## src/rtl/msg_schedule.sv

```systemverilog
// SHA-256 message schedule: expands one 512-bit block into W[0..ROUNDS-1], one word per advance.
// Optional macro MSGSCHED_WK_SUM_EN adds the K ROM and drives wk_out = W[t]+K[t]; otherwise wk_out is 0.
module msg_schedule #(
    parameter int unsigned ROUNDS = 64
) (
    input  logic         clk,
    input  logic         rst_n,
    input  logic         start,
    input  logic [511:0] block_in,
    input  logic         advance,
    output logic [31:0]  w_out,
    output logic [31:0]  wk_out,
    output logic [5:0]   round,
    output logic         w_valid,
    output logic         busy,
    output logic         done
);

    localparam int unsigned WORD_W = 32;
    localparam int unsigned WIN_N  = 16;
    localparam int unsigned RND_W  = 6;
    localparam logic [RND_W-1:0] LAST_ROUND = RND_W'(ROUNDS - 1);

    typedef enum logic [1:0] {
        ST_IDLE,
        ST_RUN,
        ST_DONE
    } state_e;

`ifdef MSGSCHED_WK_SUM_EN
    localparam logic [WORD_W-1:0] K_TAB [64] = '{
        32'h428a2f98, 32'h71374491, 32'hb5c0fbcf, 32'he9b5dba5, 32'h3956c25b, 32'h59f111f1, 32'h923f82a4, 32'hab1c5ed5,
        32'hd807aa98, 32'h12835b01, 32'h243185be, 32'h550c7dc3, 32'h72be5d74, 32'h80deb1fe, 32'h9bdc06a7, 32'hc19bf174,
        32'he49b69c1, 32'hefbe4786, 32'h0fc19dc6, 32'h240ca1cc, 32'h2de92c6f, 32'h4a7484aa, 32'h5cb0a9dc, 32'h76f988da,
        32'h983e5152, 32'ha831c66d, 32'hb00327c8, 32'hbf597fc7, 32'hc6e00bf3, 32'hd5a79147, 32'h06ca6351, 32'h14292967,
        32'h27b70a85, 32'h2e1b2138, 32'h4d2c6dfc, 32'h53380d13, 32'h650a7354, 32'h766a0abb, 32'h81c2c92e, 32'h92722c85,
        32'ha2bfe8a1, 32'ha81a664b, 32'hc24b8b70, 32'hc76c51a3, 32'hd192e819, 32'hd6990624, 32'hf40e3585, 32'h106aa070,
        32'h19a4c116, 32'h1e376c08, 32'h2748774c, 32'h34b0bcb5, 32'h391c0cb3, 32'h4ed8aa4a, 32'h5b9cca4f, 32'h682e6ff3,
        32'h748f82ee, 32'h78a5636f, 32'h84c87814, 32'h8cc70208, 32'h90befffa, 32'ha4506ceb, 32'hbef9a3f7, 32'hc67178f2
    };
`endif

    function automatic logic [WORD_W-1:0] sig0(input logic [WORD_W-1:0] x);
        return {x[6:0], x[31:7]} ^ {x[17:0], x[31:18]} ^ (x >> 3);
    endfunction

    function automatic logic [WORD_W-1:0] sig1(input logic [WORD_W-1:0] x);
        return {x[16:0], x[31:17]} ^ {x[18:0], x[31:19]} ^ (x >> 10);
    endfunction

    state_e             state_q, state_d;
    logic [WORD_W-1:0]  win_q [WIN_N];
    logic [WORD_W-1:0]  win_d [WIN_N];
    logic [WORD_W-1:0]  w_out_q, w_out_d;
    logic [WORD_W-1:0]  wk_out_q, wk_out_d;
    logic [RND_W-1:0]   round_q, round_d;
    logic               w_valid_q, w_valid_d;
    logic               busy_q, busy_d;
    logic               done_q, done_d;
    logic [WORD_W-1:0]  next_w;

    // Window holds W[t..t+15]; this is W[t+16].
    assign next_w = sig1(win_q[14]) + win_q[9] + sig0(win_q[1]) + win_q[0];

    always_comb begin
        state_d   = state_q;
        w_out_d   = w_out_q;
        round_d   = round_q;
        w_valid_d = w_valid_q;
        busy_d    = busy_q;
        done_d    = 1'b0;
        for (int i = 0; i < WIN_N; i++) begin
            win_d[i] = win_q[i];
        end

        unique case (state_q)
            ST_IDLE: begin
                if (start) begin
                    state_d   = ST_RUN;
                    for (int i = 0; i < WIN_N; i++) begin
                        win_d[i] = block_in[(WIN_N-1-i)*WORD_W +: WORD_W];
                    end
                    w_out_d   = block_in[511:480];
                    round_d   = '0;
                    w_valid_d = 1'b1;
                    busy_d    = 1'b1;
                end
            end
            ST_RUN: begin
                if (advance) begin
                    for (int i = 0; i < WIN_N-1; i++) begin
                        win_d[i] = win_q[i+1];
                    end
                    win_d[WIN_N-1] = next_w;
                    if (round_q == LAST_ROUND) begin
                        state_d   = ST_DONE;
                        w_out_d   = '0;
                        round_d   = '0;
                        w_valid_d = 1'b0;
                        busy_d    = 1'b0;
                        done_d    = 1'b1;
                    end else begin
                        w_out_d = win_q[1];
                        round_d = round_q + RND_W'(1);
                    end
                end
            end
            ST_DONE: begin
                state_d = ST_IDLE;
            end
            default: begin
                state_d   = ST_IDLE;
                w_out_d   = '0;
                round_d   = '0;
                w_valid_d = 1'b0;
                busy_d    = 1'b0;
            end
        endcase

        // wk follows whatever word/round is about to be registered.
`ifdef MSGSCHED_WK_SUM_EN
        wk_out_d = w_valid_d ? (w_out_d + K_TAB[round_d]) : '0;
`else
        wk_out_d = '0;
`endif
    end

    always_ff @(posedge clk or negedge rst_n) begin
        if (!rst_n) begin
            state_q   <= ST_IDLE;
            w_out_q   <= '0;
            wk_out_q  <= '0;
            round_q   <= '0;
            w_valid_q <= 1'b0;
            busy_q    <= 1'b0;
            done_q    <= 1'b0;
            for (int i = 0; i < WIN_N; i++) begin
                win_q[i] <= '0;
            end
        end else begin
            state_q   <= state_d;
            w_out_q   <= w_out_d;
            wk_out_q  <= wk_out_d;
            round_q   <= round_d;
            w_valid_q <= w_valid_d;
            busy_q    <= busy_d;
            done_q    <= done_d;
            for (int i = 0; i < WIN_N; i++) begin
                win_q[i] <= win_d[i];
            end
        end
    end

    assign w_out   = w_out_q;
    assign wk_out  = wk_out_q;
    assign round   = round_q;
    assign w_valid = w_valid_q;
    assign busy    = busy_q;
    assign done    = done_q;

endmodule
```

## config.mk

```make
export PLATFORM = sky130hd
export DESIGN_NAME = msg_schedule
export DESIGN_NICKNAME = d
export VERILOG_FILES = /design/src/rtl/msg_schedule.sv
export SDC_FILE = /design/constraint.sdc
export NUM_CORES = 2
export LEC_CHECK = 0
export BUFFER_PORTS_ARGS = -buffer_cell sky130_fd_sc_hd__buf_2
export CORE_AREA = 2 2 231 233
export CTS_CLUSTER_SIZE = 30
export DETAILED_ROUTE_END_ITERATION = 7
export DIE_AREA = 0 0 233 235
export PLACE_DENSITY_LB_ADDON = 0.12
export SKIP_CTS_REPAIR_TIMING = 1
export SYNTH_ARGS = -nofsm -noshare
export SYNTH_HDL_FRONTEND = slang
export SYNTH_SLANG_ARGS = --single-unit
```

## constraint.sdc

```tcl
create_clock -name clk -period 8.1 [get_ports clk]
set_clock_uncertainty 0.05 [all_clocks]
set_input_delay 2.43 -clock clk [delete_from_list [all_inputs] [get_ports clk]]
set_output_delay 2.43 -clock clk [all_outputs]
set_load 0.01 [all_outputs]
```

Word-level counts from Yosys, hierarchy flattened
Index checks and enable logic that the tools add are counted.
{"block": "totals", "word_cells": 64, "reg_bits": 554, "out_inout_bits": 73, "input_bits": 516}
{"block": "classes", "addsub": 4, "reduce_logical": 6, "eq_ne": 6, "bitwise": 5, "n_mux": 22}
{"cell": "$mux 512", "count": 2}
{"cell": "$pmux 512 s2", "count": 1}
{"cell": "$add 32x32->32", "count": 3}
{"cell": "$mux 32", "count": 3}
{"cell": "$pmux 32 s3", "count": 1}
{"cell": "$xor 32x32->32", "count": 2}
{"cell": "$xor 32x22->32", "count": 1}
{"cell": "$xor 32x29->32", "count": 1}
{"cell": "$mux 6", "count": 3}
{"cell": "$pmux 6 s3", "count": 1}
{"cell": "$reduce_and 3->1", "count": 3}
{"cell": "$add 6x1->6 const B", "count": 1}
{"cell": "$eq 6x6->1 const B", "count": 1}
{"cell": "$mux 1", "count": 6}
{"cell": "$mux 2", "count": 3}
{"cell": "$ne 2x2->1 const B", "count": 3}
{"cell": "$pmux 2 s2", "count": 1}
{"cell": "$reduce_and 4->1", "count": 1}
{"cell": "$pmux 1 s3", "count": 1}
{"cell": "$eq 2x1->1 const B", "count": 1}
{"cell": "$eq 2x2->1 const B", "count": 1}
{"cell": "$logic_not 2->1", "count": 1}
{"cell": "$reduce_bool 2->1", "count": 1}
{"cell": "$not 1->1", "count": 1}

Longest topological paths before layout
{"block": "logic_depth", "ltp_word": 7, "ltp_mapped": 16}

Least setup slack after synthesis
OpenSTA, ideal clock, no wires.
{"block": "synth_path", "kind": "in2reg", "start": "input port advance", "end": "register win_q[128] (netlist bit)", "arrival_time_ps": 3795, "path_slack_ps": 4173, "path_stages": 8, "path_buffers": 3, "t_required_ps": 7968, "cell_sequence": "nand2_1 > a21boi_0 > nor2_1 > clkbuf_1 > clkbuf_1 > clkbuf_1 > nor2_1 > a31oi_1"}
{"block": "synth_between", "elab_chain_cells": 2}
{"item": "from (decl)", "line": "10", "rtl": "input logic advance,"}
{"item": "$ne 2x2->1 (no line)"}
{"item": "$reduce_and 3->1 (no line)"}
{"item": "to (signal, indexed assignment)", "line": "149", "rtl": "win_q[i] <= win_d[i];"}
{"item": "to (decl)", "line": "52", "rtl": "logic [WORD_W-1:0] win_q [WIN_N];"}
Every way passes these cells.
A chain may end at the register's enable or synchronous reset.

Worst setup path after layout
{"block": "layout_path", "start": "register win_q[59] (netlist bit)", "end": "register win_q[30] (netlist bit)"}
{"block": "layout_between", "elab_chain_cells": 7}
{"item": "$xor 32x32->32", "line": "48", "rtl": "return {x[16:0], x[31:17]} ^ {x[18:0], x[31:19]} ^ (x >> 10);"}
{"item": "$xor 32x22->32 (*)", "line": "48"}
{"item": "$add 32x32->32 (*) (3 in series)", "line": "63", "rtl": "assign next_w = sig1(win_q[14]) + win_q[9] + sig0(win_q[1]) + win_q[0];"}
{"item": "$mux 512 (*)", "line": "90", "rtl": "if (advance) begin"}
{"item": "$pmux 512 s2 (*)", "line": "76", "rtl": "unique case (state_q)"}
Mark *: on every way between the ends. The rest lies on a longest branch, timed or not. The select of a mux whose other input is x is not followed.

==> summary.md <==
| Metric | Value |
|---|---|
| CP Max Fanout | `6` |
| Max Buffers Root-to-Sink | `3` |
| DR vias | `26900` |
| DRT Wirelength | `100 mm` |
| Worst VDD drop | `498 µV` |
| Post-Synth Adder-Cell Area | `5.61%` |
| Synth Area in Simple Gates | `21.2%` |
| Total grt overflow | `0` |
| GRT Total Usage | `36.2%` |
| Initial DRC count | `3026` |
| Main combinational cell family by area after synthesis | `simple AND/OR/NAND/NOR gates` |
| Setup tns final | `0 ns` |
| Leading area contributor after synthesis | `dfrtp_1` |
| Crit. Startpoint | `win_q[59]$_DFFE_PN0P_` |
| Setup Viol. Count Final | `0` |
| CTS tree | `done` |
| Length of the first detailed-routing pass in iterations | `5` |
| Remaining DRCs | `0` |
| Status | `finished clean` |
| Post-route ant nets | `0` |
| Synth Register Bits | `554` |
| Compound-Gate Fraction of Synth Area | `14.9%` |
| Sequential cell area | `13900 µm²` |
| Register area share after synthesis | `47.4%` |
| Worst min-delay path class | `flip-flop to flip-flop` |
| Fillers | `4529` |
| Starting Density | `56.0%` |
| Logic pwr share | `58.0%` |
| Fraction of layout cells with a size suffix above 1 | `17.4%` |
| GRT Max-Usage Layer | `met2` |
| Leading cell types by total area after synthesis | `dfrtp_1, nand2_1, a31oi_1` |
| Total design power | `16.6 mW` |
| Final instance area | `34000 µm²` |
| Synth Warn # | `0` |
| Hpwl dp | `73.8 mm` |
| I/O pins | `589` |
| Most frequent cells after synthesis | `nand2_1, dfrtp_1, nor2_1, a31oi_1, clkbuf_1` |
| PortBufs | `556` |
| Max Freq | `218 MHz` |
| Max_cap viols | `0` |
| Clock network fraction of total power | `16.2%` |
| Vias per cell | `5.78` |
| First-pass GRT wire length | `150 mm` |
| Avg Cell Area, Syn | `8.18 µm²` |
| Post-synth top flop | `dfrtp_1` |
| Area of the multi-input gates | `13700 µm²` |
| CP Capture Type | `flip-flop` |
| Initial antenna violation count | `8` |
| Cell internal pwr | `8.84 mW` |
| Rows | `84` |
| Top-area cell type share of the netlist area | `47.4%` |
| M2 GR Usage | `55.4%` |
| Sequential Power Share | `25.8%` |
| Core Box Area | `52200 µm²` |
| Slew at the pin closest to its max-slew limit | `1.13 ns` |
| Clock root buffer | `clkbuf_16` |
| Critical Path RT | `8.60 ns` |
| Mux share of post-synthesis cell area | `0.141%` |
| CP Launch Type | `flip-flop` |
| Fin. Hold Viols | `0` |
| Setup Crit Path Kind | `flip-flop to flip-flop` |
| Post-synth cell types | `56` |
| Die ar. | `54800 µm²` |
| Net Sw Frac | `46.8%` |
| Total CTS buffers | `57` |
| Final Max Slew Viols | `0` |
| CP arrival | `5.09 ns` |
| M1 GR Usage | `52.0%` |
| Placed Area | `32000 µm²` |
| Slew HR | `23.2%` |
| EDFF count, synth | `0` |
| Post-Synth XOR/XNOR Area | `4.37%` |
| Reg2Reg Setup Slack | `3.51 ns` |
| RSZ-0062 raised after global routing | `false` |
| Synth async-reset ratio | `100%` |
| Mapped Cells | `3578` |
| Die height | `235 µm` |
| Pwr Density | `490 nW/µm²` |
| Setup crit end | `win_q[30]$_DFFE_PN0P_` |
| Clock Sinks | `554` |
| Worst r2r path cells | `14` |
| Worst hold path depth | `2` |
| Area of the mapped netlist | `29300 µm²` |
| Number of global-route vias before repair | `25200` |
| Setup ws final | `3.51 ns` |
| Die width | `233 µm` |
| Setup WS pre-CTS | `3.21 ns` |
| GP Congestion | `0.973` |
| P&R area growth vs syn | `16.0%` |
| Reg-to-Reg Start | `win_q[59]$_DFFE_PN0P_` |
| Lkg Pwr | `16.2 nW` |
| Final net count | `4531` |
| Utilization after layout | `65.0%` |
| Routed WL per cell | `21.6 µm` |
| Min Clock Period, post-route | `4.59 ns` |
| Largest net degree at the start of global routing | `220` |
| H-Tree Depth | `2` |
| CTS clk-pin slew, worst paths | `0.06 ns` |
| R2R Path End | `win_q[30]$_DFFE_PN0P_` |
| Met3 usage | `5.84%` |
| Fin crit share | `56.7%` |
| Count leader, synth | `nand2_1` |
| Clk_lat worst skew | `0.63 ns` |
| Sw power | `7.78 mW` |
[state kept, by name, indices dropped and copies added, names as in the netlist]
signal	count
win_q	512
busy	1
round	6
w_out	32
done	1
state_q	2
[how the worst min path moves through the flow]
stage / start / end / slack [ns]
after floorplan: win_q[3]$_DFFE_PN0P_ / win_q[3]$_DFFE_PN0P_ / 0.40
after global routing: w_out[8]$_DFFE_PN0P_ / w_out[8]$_DFFE_PN0P_ / 0.44
after detailed placement: w_out[18]$_DFFE_PN0P_ / w_out[18]$_DFFE_PN0P_ / 0.41
final: w_out[24]$_DFFE_PN0P_ / w_out[24]$_DFFE_PN0P_ / 0.42
after global placement: w_out[13]$_DFFE_PN0P_ / w_out[13]$_DFFE_PN0P_ / 0.41
after CTS: w_out[18]$_DFFE_PN0P_ / w_out[18]$_DFFE_PN0P_ / 0.43
[cells by family (layout without fill, tap and decap cells)]
| family | Yosys count | after routing |
|---|---|---|
| AOI/OAI and AO/OA | 700 | 700 |
| muxes | 4 | 4 |
| adders and majority gates | 94 | 94 |
| and+or+nand+nor | 1619 | 1619 |
| other | 1 | 37 |
| xor gates and xnor gates | 146 | 146 |
| buffers and inverters | 460 | 813 |
| DFF | 554 | 554 |
[routing by layer]
layer  share of wire [%]  wire, µm
met5               0.041        41
met4                 4.2      4180
met3                 8.6      8610
met2                  45     45400
met1                  42     42200
[area by class of cell]
class,count,share of cell area [%]
clock inverters,13,0.538
clock buffers,87,5.07
multi-input cells,2595,40.4
flip-flops and latches,554,40.8
well taps,688,2.54
inverters,130,1.44
repair buffers,583,9.19
diodes,5,0.0369
[cell usage in the layout, fill, tap and decap left out, drive strengths merged, types with 2 or more instances in the layout]
master  synthesis  final
buf            61    583
a211oi          2      2
a21boi          2      2
inv           129    131
nor3            6      6
nand2b          3      3
a21oi          53     53
nand4           5      5
nand3          10     10
o22ai           7      7
mux2i           3      3
o31ai           3      3
clkinv          1      9
dfrtp         554    554
nor2b           6      6
or3             6      6
o21a            4      4
nor2          538    538
a21o            6      6
bufinv          0      3
xor2           55     55
o211a           2      2
a221oi         10     10
clkbuf        269     87
xnor2          91     91
o211ai          3      3
a22oi          32     32
o21ai          82     82
or2             2      2
a31oi         486    486
ha             32     32
nand2        1026   1026
and3           13     13
diode           0      5
fa             62     62
conb            1     32
[critical path: stages, from the launching register on]
cell and delay [ns]:
dfrtp_1 0.50, xor2_1 0.22, xnor2_1 0.33, fa_1 0.49
fa_1 0.49, inv_1 0.05, ha_1 0.41, nand3_1 0.17
nor2_1 0.16, and3_1 0.22, a21oi_1 0.15, o211ai_1 0.48
a21oi_1 0.16, or4b_1 0.53, nand3_1 0.10
[power by group through the flow]
stage	sequential [mW]	clock, mW	combinational [mW]
5_1_grt	4.34	2.82	10.6
3_5_place_dp	4.30	0	9.48
4_1_cts	4.26	2.71	9.53
2_1_floorplan	3.90	0	6.98
3_3_place_gp	4.28	0	9.39
6_report	4.29	2.69	9.64
[stage by stage]
stage / hold WS, ns / cells
after floorplan: 0.400 / 3609
after global placement: 0.406 / 4550
after detailed placement: 0.415 / 4550
after CTS: 0.429 / 4650
after global routing: 0.441 / 4655
final: 0.421 / 4655
Note: power is estimated with default switching activity, not from simulation.
